## config.mk

```make
export PLATFORM = sky130hd
export DESIGN_NAME = iot_event_serialiser
export DESIGN_NICKNAME = d
export VERILOG_FILES = /design/src/rtl/iot_event_serialiser.sv
export SDC_FILE = /design/constraint.sdc
export NUM_CORES = 1
export LEC_CHECK = 0
export CORE_MARGIN = 4
export CORE_UTILIZATION = 45
export CTS_BUF_LIST = sky130_fd_sc_hd__clkbuf_16
export CTS_CLUSTER_DIAMETER = 100
export CTS_CLUSTER_SIZE = 10
export DETAILED_ROUTE_END_ITERATION = 6
export DONT_BUFFER_PORTS = 1
export SYNTH_ARGS = -nofsm -noshare
export SYNTH_HDL_FRONTEND = slang
export SYNTH_SLANG_ARGS = --single-unit
export TNS_END_PERCENT = 30
```

## constraint.sdc

```tcl
create_clock -name clk -period 7.75 [get_ports clk]
set_clock_uncertainty 0.1 [all_clocks]
set_input_delay 1.1625 -clock clk [delete_from_list [all_inputs] [get_ports clk]]
set_output_delay 1.1625 -clock clk [all_outputs]
set_load 0.05 [all_outputs]
```

## src/rtl/iot_event_serialiser.sv

```systemverilog
// rtl/iot_event_serialiser.sv - per-device join/leave tracker and round-robin event serialiser
//
// Collects one-cycle join/leave request pulses from N_DEV device ports, keeps
// the committed active state of every device, and emits at most one net state
// change per clock as a change/on_off/dev_id event for the monitor counter.
// A local mirror of the active-device count is kept for cross-checking.
//
// Ports:
//   clk           system clock, rising edge
//   rst           asynchronous active-low reset; release is synchronised internally
//   dev_join      bit i pulses: device i requests to become active
//   dev_leave     bit i pulses: device i requests to become inactive
//   change        one-cycle event strobe
//   on_off        event direction when change=1 (1 = join, 0 = leave)
//   dev_id        device index the current event refers to
//   active_map    committed active state per device
//   active_count  population count of active_map
//   pending       high while any device has an unserviced request

module iot_event_serialiser #(
    parameter int N_DEV = 8,
    parameter int IDW   = 3
) (
    input  logic             clk,
    input  logic             rst,
    input  logic [N_DEV-1:0] dev_join,
    input  logic [N_DEV-1:0] dev_leave,
    output logic             change,
    output logic             on_off,
    output logic [IDW-1:0]   dev_id,
    output logic [N_DEV-1:0] active_map,
    output logic [7:0]       active_count,
    output logic             pending
);

    // Release synchroniser: the first edge after release only sets run_q,
    // so requests are first accepted on the second edge.
    logic run_q;

    logic [N_DEV-1:0] active_q, active_d;
    logic [N_DEV-1:0] pend_v_q, pend_v_d;
    logic [N_DEV-1:0] pend_dir_q, pend_dir_d;
    logic [IDW-1:0]   ptr_q, ptr_d;
    logic             change_q, change_d;
    logic             on_off_q, on_off_d;
    logic [IDW-1:0]   dev_id_q, dev_id_d;
    logic [7:0]       count_q, count_d;
    logic             pending_q, pending_d;

    // Arbitration results
    logic             grant;
    logic [IDW-1:0]   sel;
    logic [N_DEV-1:0] gnt_oh;
    logic             gdir;

    // Request capture intermediates
    logic [N_DEV-1:0] act_g;
    logic [N_DEV-1:0] pv_g;
    logic [N_DEV-1:0] eff;
    logic [N_DEV-1:0] req;
    logic [N_DEV-1:0] new_req;
    logic [N_DEV-1:0] cancel;
    logic [N_DEV-1:0] set_req;

    always_ff @(posedge clk or negedge rst) begin
        if (!rst) begin
            run_q <= 1'b0;
        end else begin
            run_q <= 1'b1;
        end
    end

    // Round-robin pick: the lowest pending index at or above the pointer wins;
    // otherwise wrap and take the lowest pending index below it. The loop runs
    // downward so the last hit in each half is the lowest index.
    always_comb begin
        logic           hi_found;
        logic           lo_found;
        logic [IDW-1:0] hi_sel;
        logic [IDW-1:0] lo_sel;
        hi_found = 1'b0;
        lo_found = 1'b0;
        hi_sel   = '0;
        lo_sel   = '0;
        for (int i = N_DEV - 1; i >= 0; i--) begin
            if (pend_v_q[i]) begin
                if (i >= int'(ptr_q)) begin
                    hi_found = 1'b1;
                    hi_sel   = IDW'(i);
                end else begin
                    lo_found = 1'b1;
                    lo_sel   = IDW'(i);
                end
            end
        end
        grant = hi_found | lo_found;
        sel   = hi_found ? hi_sel : lo_sel;
    end

    always_comb begin
        gnt_oh = '0;
        for (int i = 0; i < N_DEV; i++) begin
            gnt_oh[i] = grant && (sel == IDW'(i));
        end
    end

    assign gdir = |(pend_dir_q & gnt_oh);

    // New requests are judged against the post-grant state, so a request on
    // the device being granted this edge sees its freshly committed value.
    always_comb begin
        act_g   = (active_q & ~gnt_oh) | (pend_dir_q & gnt_oh);
        pv_g    = pend_v_q & ~gnt_oh;
        eff     = (pv_g & pend_dir_q) | (~pv_g & act_g);
        // join and leave together on one device cancel out and are dropped
        req     = (dev_join ^ dev_leave) & {N_DEV{run_q}};
        // only requests that move a device away from its effective state count
        new_req = req & (dev_join ^ eff);
        // an opposite request on a pending device withdraws it silently
        cancel  = new_req & pv_g;
        set_req = new_req & ~pv_g;

        active_d   = act_g;
        pend_v_d   = (pv_g & ~cancel) | set_req;
        pend_dir_d = (pend_dir_q & ~set_req) | (dev_join & set_req);
    end

    always_comb begin
        change_d  = grant;
        on_off_d  = on_off_q;
        dev_id_d  = dev_id_q;
        ptr_d     = ptr_q;
        count_d   = count_q;
        if (grant) begin
            on_off_d = gdir;
            dev_id_d = sel;
            ptr_d    = (sel == IDW'(N_DEV - 1)) ? '0 : sel + IDW'(1);
            count_d  = gdir ? count_q + 8'd1 : count_q - 8'd1;
        end
        pending_d = |pend_v_d;
    end

    always_ff @(posedge clk or negedge rst) begin
        if (!rst) begin
            active_q   <= '0;
            pend_v_q   <= '0;
            pend_dir_q <= '0;
            ptr_q      <= '0;
            change_q   <= 1'b0;
            on_off_q   <= 1'b0;
            dev_id_q   <= '0;
            count_q    <= '0;
            pending_q  <= 1'b0;
        end else begin
            active_q   <= active_d;
            pend_v_q   <= pend_v_d;
            pend_dir_q <= pend_dir_d;
            ptr_q      <= ptr_d;
            change_q   <= change_d;
            on_off_q   <= on_off_d;
            dev_id_q   <= dev_id_d;
            count_q    <= count_d;
            pending_q  <= pending_d;
        end
    end

    assign change       = change_q;
    assign on_off       = on_off_q;
    assign dev_id       = dev_id_q;
    assign active_map   = active_q;
    assign active_count = count_q;
    assign pending      = pending_q;

endmodule

```

==> out/results.ini <==
[grt]
grt_max_degree=43
antenna_found_initial=0
grt_pass1_wl_um=10900
grt_pass1_vias=2200
grt_use_total=0.182
overflow=0

[yosys]
synth_top_area_frac=0.369
netlist_area_um2=2850
synth_xor_area_frac=0.0154
synth_top_cell_by_area=dfrtp_1
async_flop_share=1.00
synth_edf_count=0
synth_ff_type=dfrtp_1
syn_nets=336
synthCells=297
syn_avg_cell_area_um2=9.60
yosys.area_share.simple=0.184
ys_seq_elements=42
muxShareOfSynthArea=0.0966
seq_area_frac_synth=0.369
synth_area_leaders=dfrtp_1 (37%), ha_1 (8.8%), mux2i_1 (4.9%)
synth_top_family_by_area=compound AO/OA/AOI/OAI gates
yosys.area_share.adder=0.0948
yosysWarningCount=0
synth_compound_area_frac=0.191
synth_cell_types=60

[critical_path]
end_kind=flop
cp.required_ns=7.79
critPathArrivalTime_ns=5.01
rr_worst_depth=18
critPathMaxFanout=16
worstReg2RegStart=ptr_q[2]$_DFFE_PN0P_
setup.worst_path.start_class=flop
path_class=reg -> reg
startpoint=ptr_q[2]$_DFFE_PN0P_

[die]
start_util=0.473
core_um2=6030
die_width_um=87.6
rows=28
die_h_um=87.6
io_pins=40
dieArea_um2=7670

[routing]
vias=2187
postRouteAntennaNets=0
drt_iter0_drc=111
drc=0
wl_per_cell_um=17.5
viasPerCell=5.94
wirelength_um=6450
drt-pass1-iter-count=5

[sta]
worst_slew_pin_slew_ns=0.683
fin_setup_tns_ns=0
slew_headroom=0.542
setup_viol=0
rsz0062_at_grt=false
fmax_mhz=201
final_hold_viol_count=0
slew_viol_final=0
timing.final.crit_period_ns=4.97
finalCritPeriodShare=0.642
worst_slack_ns=2.78

[run]
cap_violations=0

[status]
status=completed

[placed_design]
place.gp.congestion=0.821
post-place-ws_ns=2.80
dpl.hpwl_um=4780
port_buffers=0

[clocking]
cts_buffer_depth=2
insertion_delay_ns=0.28
cts-buffers-inserted=5
clock_sinks=42
cts_tree=built
cts_resized=0
h-tree-depth=2
cts_setup_buffers=0
path_clk_slew_ns=0.06
cts_root_buf=clkbuf_16
ctsHoldBuffers=0

[cells_and_area]
fin_nets=331
area_delta_synth_final_pct=7.29
diodes=0
utilization=0.507
drive_above_1_share=0.113
fill_cells=563

[min_path]
hp-class=in -> async

cell usage in the layout (no fill, tap or decap), types with 3 or more instances in the layout:
| master | count |
|---|---|
| nand2_1 | 31 |
| o311ai_2 | 3 |
| mux2_2 | 11 |
| nor3_1 | 3 |
| inv_1 | 19 |
| dfrtp_1 | 42 |
| nand3b_1 | 18 |
| o211a_1 | 3 |
| o21ai_0 | 15 |
| nor2_1 | 17 |
| a21oi_1 | 16 |
| o2111ai_1 | 3 |
| o211ai_1 | 3 |
| ha_1 | 20 |
| a21o_1 | 5 |
| nand2b_1 | 6 |
| xor2_1 | 4 |
| clkbuf_16 | 5 |
| mux2i_1 | 14 |
path summary, 6_finish.rpt:
| check | end | slack (ns) |
|---|---|---|
| worst max-delay path | active_count[6]$_DFFE_PN0P_ | 2.78 |
| worst min-delay path | pending$_DFF_PN0_ | 0.47 |
| worst max register to register | active_count[6]$_DFFE_PN0P_ | 2.78 |
| worst min register to register | active_map[7]$_DFF_PN0_ | 0.47 |
| max in group asynchronous | ptr_q[0]$_DFFE_PN0P_ | 6.99 |
| min in group clk | active_map[7]$_DFF_PN0_ | 0.47 |
stage by stage:
step	hold WS, ns	cell area (µm²)	std cells
4_1_cts	0.465	3060	368
5_1_grt	0.458	3060	368
3_3_place_gp	0.454	2890	360
6_report	0.472	3060	368
2_1_floorplan	0.400	2850	297
3_5_place_dp	0.457	2890	360
synthesized netlist by cell type, drive strengths merged (3+ instances only):
library cell and count:
o2111ai 3, o21ai 16, nand2 31, o211ai 3
nand3b 18, o311ai 4, buf 6, xor2 4
o211a 3, mux2 12, nand2b 6, clkbuf 7
nand4 3, nor2 18, mux2i 14, ha 20
a21oi 16, a21o 5, nor3 4, dfrtp 42
inv 21
area by class of cell:
| cell class | instances | area [µm²] | share of cell area |
|---|---|---|---|
| clock inverters | 3 | 40.0 | 0.0131 |
| repair buffers | 1 | 7.51 | 0.00245 |
| multi-input cells | 221 | 1660 | 0.543 |
| clock buffers | 5 | 125 | 0.0409 |
| flip-flops and latches | 42 | 1050 | 0.344 |
| inverters | 21 | 78.8 | 0.0258 |
| well taps | 75 | 93.8 | 0.0307 |
worst max-delay path, cell delays in order (launching register included):
cell and delay, ns:
dfrtp_1 0.55, or4_4 0.59, a31oi_4 0.22, o21ai_1 0.09
a22o_1 0.26, a21oi_1 0.18, o21ai_0 0.14, ha_1 0.32
a222oi_1 0.43, o21ai_0 0.17, nand2_1 0.11, and2_1 0.28
ha_1 0.32, nor2b_1 0.14, o21ai_0 0.21, a21boi_0 0.18
o21ai_0 0.23, nor3b_1 0.22, o31ai_1 0.08
routing by layer:
layer	GRT usage	wire [µm]
met3	0.0442	510
met4	0.0404	48
met2	0.289	2910
met5	0	0
met1	0.254	2980
cells by family after synthesis:
group | count (synthesis)
flip-flops | 42
multiplexers | 26
buffers and inverters | 34
other | 1
AO/OA/AOI/OAI | 73
AND/OR/NAND/NOR | 95
adder cells (fa/ha/maj) | 21
XOR/XNOR | 5
Power is not shown: default switching activity piles up to over one toggle a cycle in this logic, so the estimate is an artifact.
